`config.mk`:
```
export PLATFORM = sky130hd
export DESIGN_NAME = cfg_bank
export DESIGN_NICKNAME = d
export VERILOG_FILES = /design/src/rtl/cfg_bank.sv
export SDC_FILE = /design/constraint.sdc
export NUM_CORES = 1
export LEC_CHECK = 0
export ABC_AREA = 1
export BUFFER_PORTS_ARGS = -buffer_cell sky130_fd_sc_hd__buf_2
export CORE_MARGIN = 2
export CORE_UTILIZATION = 35
export DETAILED_ROUTE_END_ITERATION = 6
export PLACE_DENSITY = 0.56
export SYNTH_ARGS = -nofsm -noshare
export SYNTH_HDL_FRONTEND = slang
export SYNTH_SLANG_ARGS = --single-unit
```
`constraint.sdc`:
```
create_clock -name clk -period 2.5 [get_ports clk]
set_input_delay 0.25 -clock clk [delete_from_list [all_inputs] [get_ports clk]]
set_output_delay 0.25 -clock clk [all_outputs]
set_load 0.02 [all_outputs]
```
`src/rtl/cfg_bank.sv`:
```
// Double-buffered configuration register bank: MCU writes land in a shadow copy
// and are committed to the active copy immediately, on sync_pulse, or on timeout.

module cfg_bank_reg #(
  parameter int           DW     = 8,
  parameter bit           BYPASS = 1'b0,
  parameter logic [DW-1:0] RST   = '0
) (
  input  logic          clk,
  input  logic          rst,
  input  logic          wr_i,
  input  logic [DW-1:0] wdata_i,
  input  logic          commit_i,
  input  logic          revert_i,
  output logic [DW-1:0] shadow_o,
  output logic [DW-1:0] active_o
);
  logic [DW-1:0] shadow_q, shadow_d, active_q, active_d;

  // Commit/revert act on the pre-write copies; a same-cycle write then lands in shadow.
  always_comb begin
    shadow_d = shadow_q;
    active_d = active_q;
    if (BYPASS) begin
      if (wr_i) begin
        shadow_d = wdata_i;
        active_d = wdata_i;
      end
    end else begin
      if (revert_i) shadow_d = active_q;
      if (commit_i) active_d = shadow_q;
      if (wr_i)     shadow_d = wdata_i;
    end
  end

  always_ff @(posedge clk) begin
    if (!rst) begin
      shadow_q <= RST;
      active_q <= RST;
    end else begin
      shadow_q <= shadow_d;
      active_q <= active_d;
    end
  end

  assign shadow_o = shadow_q;
  assign active_o = active_q;
endmodule

module cfg_bank #(
  parameter int                   NREG         = 8,
  parameter int                   DW           = 8,
  parameter int                   AW           = $clog2(NREG),
  parameter logic [NREG*DW-1:0]   RST_VAL      = '0,
  parameter logic [NREG-1:0]      BYPASS_MASK  = '0,
  parameter int                   SYNC_TIMEOUT = 1048576,
  parameter int                   TW           = 24
) (
  input  logic               clk,
  input  logic               rst,
  input  logic [AW:0]        pi_addr,
  input  logic [DW-1:0]      pi_dato,
  input  logic               pi_we,
  input  logic               pi_ce,
  input  logic               sync_pulse,
  output logic [DW-1:0]      rd_data,
  output logic [NREG*DW-1:0] cfg_q,
  output logic               commit_stb,
  output logic               pending,
  output logic               dirty
);
  localparam logic [AW:0]   NREG_W   = (AW+1)'(NREG);
  localparam logic [TW-1:0] TMO_LAST = TW'(SYNC_TIMEOUT - 1);

  logic [NREG-1:0][DW-1:0] shadow_w, active_w;
  logic [NREG-1:0]         wr_sel;
  logic [AW-1:0]           idx;
  logic                    wr, is_ctrl, idx_ok, data_wr, ctrl_wr;
  logic                    revert, cnow, csync, tmo_hit, commit;

  logic          pending_q, pending_d, dirty_q, dirty_d, stb_q;
  logic [TW-1:0] cnt_q, cnt_d;
  logic [DW-1:0] rd_q, rd_d;

  assign wr      = pi_we & pi_ce;
  assign is_ctrl = pi_addr[AW];
  assign idx     = pi_addr[AW-1:0];
  assign idx_ok  = {1'b0, idx} < NREG_W;
  assign data_wr = wr & ~is_ctrl & idx_ok;
  assign ctrl_wr = wr & is_ctrl & (idx == '0);

  // CTRL priority: REVERT > COMMIT_NOW > COMMIT_SYNC.
  assign revert  = ctrl_wr & pi_dato[2];
  assign cnow    = ctrl_wr & ~pi_dato[2] & pi_dato[0];
  assign csync   = ctrl_wr & ~pi_dato[2] & ~pi_dato[0] & pi_dato[1];
  assign tmo_hit = (SYNC_TIMEOUT != 0) && (cnt_q == TMO_LAST);
  assign commit  = cnow | (pending_q & (sync_pulse | tmo_hit) & ~revert);

  for (genvar gi = 0; gi < NREG; gi++) begin : g_reg
    assign wr_sel[gi] = data_wr && (idx == AW'(gi));
    cfg_bank_reg #(
      .DW     (DW),
      .BYPASS (BYPASS_MASK[gi]),
      .RST    (RST_VAL[gi*DW +: DW])
    ) u_reg (
      .clk      (clk),
      .rst      (rst),
      .wr_i     (wr_sel[gi]),
      .wdata_i  (pi_dato),
      .commit_i (commit),
      .revert_i (revert),
      .shadow_o (shadow_w[gi]),
      .active_o (active_w[gi])
    );
  end

  always_comb begin
    pending_d = pending_q;
    dirty_d   = dirty_q;
    if (revert || commit) begin
      pending_d = 1'b0;
      dirty_d   = 1'b0;
    end
    if (csync) pending_d = 1'b1;
    if (|(wr_sel & ~BYPASS_MASK)) dirty_d = 1'b1;
    // Re-arming while already pending keeps counting; a fresh arm starts at zero.
    cnt_d = (pending_q && pending_d && !commit) ? cnt_q + TW'(1) : '0;
  end

  always_comb begin
    rd_d = '0;
    if (!is_ctrl) begin
      for (int i = 0; i < NREG; i++)
        if (idx == AW'(i)) rd_d = shadow_w[i];
    end else if (idx == '0) begin
      rd_d[0] = pending_q;
      rd_d[1] = dirty_q;
    end
  end

  always_ff @(posedge clk) begin
    if (!rst) begin
      pending_q <= 1'b0;
      dirty_q   <= 1'b0;
      stb_q     <= 1'b0;
      cnt_q     <= '0;
      rd_q      <= '0;
    end else begin
      pending_q <= pending_d;
      dirty_q   <= dirty_d;
      stb_q     <= commit;
      cnt_q     <= cnt_d;
      rd_q      <= rd_d;
    end
  end

  assign cfg_q      = active_w;
  assign rd_data    = rd_q;
  assign commit_stb = stb_q;
  assign pending    = pending_q;
  assign dirty      = dirty_q;
endmodule

```
* Word-level counts from Yosys, hierarchy flattened
Cells that the tools add are included.
Word-level totals: input bits 17, logic and storage cells 104, bits in registers 163, output and inout port bits 75
Operators by class: muxes and demuxes 30, equality and inequality tests 8, reductions and logical operators 25, add/sub/neg operators 1, bitwise gates (word level) 18
Operator list (count):
- $mux W8 | 24
- $add A24 B1 Y24 const B | 1
- $eq A24 B20 Y1 const B | 1
- $reduce_bool A2 Y1 | 9
- $eq A3 B3 Y1 const B | 4
- $and A1 B1 Y1 | 11
- $logic_and A1 B1 Y1 | 10
- $reduce_or A8 Y1 | 1
- $eq A3 B2 Y1 const B | 2
- $not A1 Y1 | 5
- $mux W1 | 4
- $mux W2 | 2
- $eq A3 B1 Y1 const B | 1
- $logic_not A3 Y1 | 1
- $or A1 B1 Y1 | 2
- $reduce_and A2 Y1 | 1
- $reduce_or A2 Y1 | 1
- $logic_not A1 Y1 | 1
- $logic_or A1 B1 Y1 | 1

* Longest topological paths before layout
depth after elaboration 13, gate-level depth with buffers 12, mapped depth without buffers 11

* Cells and area by module
From an unflattened synthesis, not the netlist that was laid out.
Second synthesis, totals: cell total of the unflattened synthesis 1114, area total of the unflattened synthesis 7721.2 sq um
Modules (own cells, without submodules):
- cfg_bank_reg | sequential area each 320.3 sq um, area an instance 678.2 sq um, cells an instance 94, instances 8
- cfg_bank | sequential area each 700.7 sq um, area an instance 2296.0 sq um, cells an instance 362, instances 1

* Least setup slack after synthesis
OpenSTA, ideal clock, no wires.
path kind register to register, start reg cnt_q[0], end reg g_reg[2].u_reg.active_q[0], setup time 132 ps, required time 2368 ps, clock period less this slack 1732 ps, stages on the path, launching flop included 13, buffers on the path 2, setup slack 768 ps, arrival 1599 ps, cell sequence dfxtp_1 > ha_1 > nand3_1 > inv_1 > nand2_1 > nor2_1 > nand2_1 > nand2_1 > nand2_4 > buf_4 > buf_2 > nand3_1 > a21oi_1
On the way: longest elaborated chain between the ends 5
Ends and longest elaborated chain:
- start: declaration | RTL line 82 | logic [TW-1:0] cnt_q, cnt_d;
- start signal: assignment | RTL line 152 | cnt_q <= cnt_d;
- $eq A24 B20 Y1 | RTL line 96 | assign tmo_hit = (SYNC_TIMEOUT != 0) && (cnt_q == TMO_LAST);
- $or A1 B1 Y1 | RTL line 97 | assign commit = cnow | (pending_q & (sync_pulse | tmo_hit) & ~revert);
- $and A1 B1 Y1 (2 in a row) | RTL line 97
- $or A1 B1 Y1 | RTL line 97
- end signal: assignment | RTL line 42 | active_q <= active_d;
- end: declaration | RTL line 18 | logic [DW-1:0] shadow_q, shadow_d, active_q, active_d;
Every way passes these cells. A chain may end at the register's enable or synchronous reset.

* Worst setup path after layout
start reg cnt_q[0], end reg dirty_q, in the netlist dirty
On the way: longest elaborated chain between the ends 7
Ends and longest elaborated chain:
- $eq A24 B20 Y1 | RTL line 96
- $or A1 B1 Y1 | RTL line 97
- $and A1 B1 Y1 (2 in a row) | RTL line 97
- $or A1 B1 Y1 | RTL line 97
- $logic_or A1 B1 Y1 | RTL line 120 | if (revert || commit) begin
- $reduce_bool A2 Y1 (no line)
- end signal: assignment | RTL line 150 | dirty_q <= dirty_d;
- end: declaration | RTL line 81 | logic pending_q, pending_d, dirty_q, dirty_d, stb_q;
Every way passes these cells.

==> impl_summary.md <==
STA
The final cycle utilization of the critical path is 89.7%. The number of max-slew violations in the final report is 0. The clock arrives with 0.0135 ns of skew. Setup repair after global routing left no endpoint under its margin.

Setup violations remaining at the end of the flow were counted as 0. The worst relative slew slack is 54.8%. The worst path needs 2.24 ns of the cycle, external delays included. Static timing analysis puts the maximum clock frequency at 446 MHz. The total negative setup slack is 0 ns.

The number of endpoints with negative hold slack in the final report was 0. The final worst-path setup slack is 0.258 ns. For the pin with the worst max-slew slack, the measured transition is 0.678 ns.

Cells and area
The relative area change from synthesis to final layout is 17.8%. In the final layout, the share of cells above drive strength 1 is 15.2%. The number of inserted diodes is 0.

After filler insertion, the fill cell instance count of the layout stands at 2,149. The post-route cell area is 8460 µm². The number of nets in the finished design is 1,084.

Synth
Sorting the synthesized cells by how often they occur yields sky130_fd_sc_hd__nand2_1 (268), sky130_fd_sc_hd__dfxtp_1 (163), sky130_fd_sc_hd__nand3_1 (136). The synthesized design devotes to its leading area cell type 45.4% of total area. The synthesized area per cell is 7.20 µm². Of the synthesized area, sequential elements account for 45.4%. The leading cell type by number of instances after synthesis is sky130_fd_sc_hd__nand2_1.

The synthesized design contains 163 register bits. The async set-reset flop share out of synthesis is 0%. Synthesis produced a netlist with a net count of 1,016. The synthesized instance count is 998.

The synthesized design contains 0 enable-type register cells. In the synthesized netlist the dominant register cell turns out to be sky130_fd_sc_hd__dfxtp_1. Yosys mapped the design onto 30 distinct sky130hd cell types. The synthesized design spends more area on one cell type than any other, namely sky130_fd_sc_hd__dfxtp_1. The Yosys step of the flow raised 0 warnings. Ranked by total cell area, the synthesized netlist is headed by sky130_fd_sc_hd__dfxtp_1 (45%), sky130_fd_sc_hd__nand2_1 (14%), sky130_fd_sc_hd__nand3_1 (9.5%).

The synthesized netlist occupies a cell area of 7180 µm².

CTS
The hold buffer count at CTS is 0. The worst-case clock buffer depth is 2. The CTS tree is done. The master cell of the clock root buffer is sky130_fd_sc_hd__clkbuf_16. The clock slew seen by the registers of the worst setup and hold paths is 0.06 ns. The number of gates resized after CTS was 0. The clock reaches the later pin of the worst-skew pair after 0.43 ns.

The clock net sink count is 163. TritonCTS created 17 clock buffers. The clock tree synthesis step divided the H-tree into 4 levels. In this run the post-CTS setup repair buffer count came out at 0.

Min path
The hold path endpoint is rd_data[0]$_SDFF_PN0_. The type of the worst min-delay path is in2reg. The worst hold path begins at pi_addr[3]. The cell depth of the worst hold path is 3.

Floorplan
The die is 147 µm wide. The region available for standard cell placement spans 20,200 µm². The number of cell rows is 52. The die is 147 µm tall. For this design the top-level I/O count stands at 92. The initial utilization of the core area, before any placement, comes to 35.6%. The die covers 21,700 µm².

Setup path
The kind of critical path is reg2reg. The register-to-register setup slack is 0.26 ns. The terminus of the critical flop-to-flop path is dirty$_SDFFE_PN0P_. STA classifies the critical path endpoint as a flip-flop. The arrival time at the worst endpoint is 2.59 ns. The maximum net fanout on the critical path is 57.

The worst reg2reg path startpoint is cnt_q[0]$_SDFF_PN0_. The kind of start point of the critical path is a flip-flop. Tracing the worst setup path back leads to its startpoint at cnt_q[0]$_SDFF_PN0_. The number of cells on the worst reg-to-reg path is 11. At the worst endpoint, the required time is 2.85 ns.

Detailed routing
After detailed routing, the average wire length per cell comes to 17.3 µm. Once detail routing completed, the nets flagged for antenna violations numbered 0. The routed wire length is 23,300 µm. Summing over every cut layer, the via total after detailed routing is 7,096.

The number of search-and-repair iterations in the first detailed-routing pass is 6. The vias per cell is 5.26. The DRC violations left is 0.

For this block, the initial DRC count from the detailed router was 656.

Run
Across the run, the number of max-cap violations was 0.

Global routing
The global-route congestion overflow total is 0. The via count of the first global-routing pass came to 6,521. The first global-routing pass estimated 36,300 µm of wire. The total track usage is 21.3%. The initial antenna violation count was 1. The largest net degree at the start of global routing is 74.

Power
The maximum vdd ir drop is 0.391 mV. In this run, flip-flops and latches consume 47.6% of the power. The portion of total power attributed to combinational logic is 3.7%.

Of the total power, the clock network draws 48.6%. Summing internal, switching and leakage power gives 5.50 mW. The cell area power density is 650 nW/µm².

In this run the static leakage power is 3.06 nW. Net switching is 23.4% of the power. The switching power of the nets is 1.29 mW. The cell-internal power is 4.21 mW.

Placement
The congestion estimate from routability-driven global placement came to 0.901. In this run the tool buffered the top-level ports with 91 buffer cells. The worst setup slack before clock tree synthesis is 0.146 ns. Summed over all nets, the half-perimeter wirelength after detailed placement is 15,600 µm. After detailed placement, the total cell area comes to 7870 µm².

Status
The flow ran to the end, and the final reports show no timing, DRC or antenna violations.
==> layout make-up <==
class                   count  area (µm²)  area share [%]
well taps                 270         338            3.99
multi-input cells         715        3400            40.1
flip-flops and latches    163        3260            38.6
inverters                  61         234            2.77
repair buffers            108         633            7.48
clock buffers              21         470            5.56
clock inverters            11         126            1.49
==> power groups by stage <==
stage          logic (mW)  clock network (mW)  registers, mW
4_1_cts             0.204                2.72           2.62
6_report            0.206                2.68           2.62
2_1_floorplan       0.120                   0           2.68
5_1_grt             0.221                2.82           2.62
3_3_place_gp        0.203                   0           2.68
3_5_place_dp        0.203                   0           2.68
==> through the flow <==
step	utilization (%)	hold slack (ns)	cells
global placement	39.0	0.430	1317
global route	42.0	0.180	1349
floorplan	-	0.414	998
finish	42.0	0.190	1349
detailed placement	39.0	0.441	1317
CTS	42.0	0.178	1349
==> placed cells by master (no fill, tap or decap), types with 3 or more instances in the layout <==
cell / Yosys / routed
sky130_fd_sc_hd__nand2_1: 268 / 268
sky130_fd_sc_hd__dfxtp_1: 163 / 163
sky130_fd_sc_hd__nand3_1: 136 / 136
sky130_fd_sc_hd__a21oi_1: 94 / 94
sky130_fd_sc_hd__buf_2: 16 / 91
sky130_fd_sc_hd__nor2_1: 68 / 68
sky130_fd_sc_hd__inv_1: 53 / 53
sky130_fd_sc_hd__a31oi_1: 50 / 50
sky130_fd_sc_hd__nor3_1: 23 / 23
sky130_fd_sc_hd__nand4_1: 21 / 21
sky130_fd_sc_hd__clkbuf_16: 0 / 17
sky130_fd_sc_hd__buf_4: 13 / 13
sky130_fd_sc_hd__xor2_1: 12 / 12
sky130_fd_sc_hd__o21ai_0: 10 / 10
sky130_fd_sc_hd__nor2_2: 7 / 7
sky130_fd_sc_hd__xnor2_1: 7 / 7
sky130_fd_sc_hd__inv_2: 6 / 5
sky130_fd_sc_hd__nand2_2: 5 / 5
sky130_fd_sc_hd__clkinvlp_4: 0 / 4
sky130_fd_sc_hd__buf_12: 0 / 4
sky130_fd_sc_hd__a22oi_1: 3 / 3
sky130_fd_sc_hd__clkbuf_8: 0 / 3
==> metal layers <==
| metal | wire length (µm) | up-vias | track usage [%] |
|---|---|---|---|
| li1 | - | 3488 | - |
| met1 | 10900 | 3355 | 29.8 |
| met2 | 10600 | 212 | 33.0 |
| met3 | 1170 | 39 | 4.22 |
| met4 | 631 | 2 | 7.40 |
| met5 | 11 | - | 0 |
==> registers in the layout, summed over array words and instances (netlist names) <==
signal,flops
dirty,1
g.u_reg.active_o,64
commit_stb,1
g.u_reg.shadow_o,64
rd_data,8
pending,1
cnt_q,24
==> logic make-up after synthesis <==
logic type | synth area share [%]
fa+ha+maj | 0.174
compound gates | 11.9
buf+inv | 7.26
xor+xnor | 2.32
simple gates | 32.9
flops | 45.4
==> critical path, stage by stage, from the launching register on <==
cell                      delay (ns)
sky130_fd_sc_hd__dfxtp_1        0.32
sky130_fd_sc_hd__ha_1           0.22
sky130_fd_sc_hd__nand3_1        0.15
sky130_fd_sc_hd__inv_1          0.07
sky130_fd_sc_hd__nand2_1        0.09
sky130_fd_sc_hd__nor2_1         0.07
sky130_fd_sc_hd__nand2_1        0.06
sky130_fd_sc_hd__nand2_1        0.08
sky130_fd_sc_hd__nand2_4        0.17
sky130_fd_sc_hd__buf_4          0.56
sky130_fd_sc_hd__nand3_1        0.15
sky130_fd_sc_hd__a21oi_1        0.17
==> worst max path at each step <==
stage / to / cells after the start / slack [ns]
after floorplan: g_reg[2].u_reg.active_o[0]$_SDFFE_PN0P_ / 12 / 0.77
after global placement: g_reg[7].u_reg.active_o[4]$_SDFFE_PN0P_ / 11 / 0.17
after detailed placement: g_reg[5].u_reg.active_o[0]$_SDFFE_PN0P_ / 11 / 0.15
after CTS: g_reg[5].u_reg.active_o[0]$_SDFFE_PN0P_ / 11 / 0.25
after global routing: g_reg[5].u_reg.active_o[0]$_SDFFE_PN0P_ / 11 / 0.01
final: dirty$_SDFFE_PN0P_ / 11 / 0.26
Note: power is estimated with default switching activity, not from simulation.
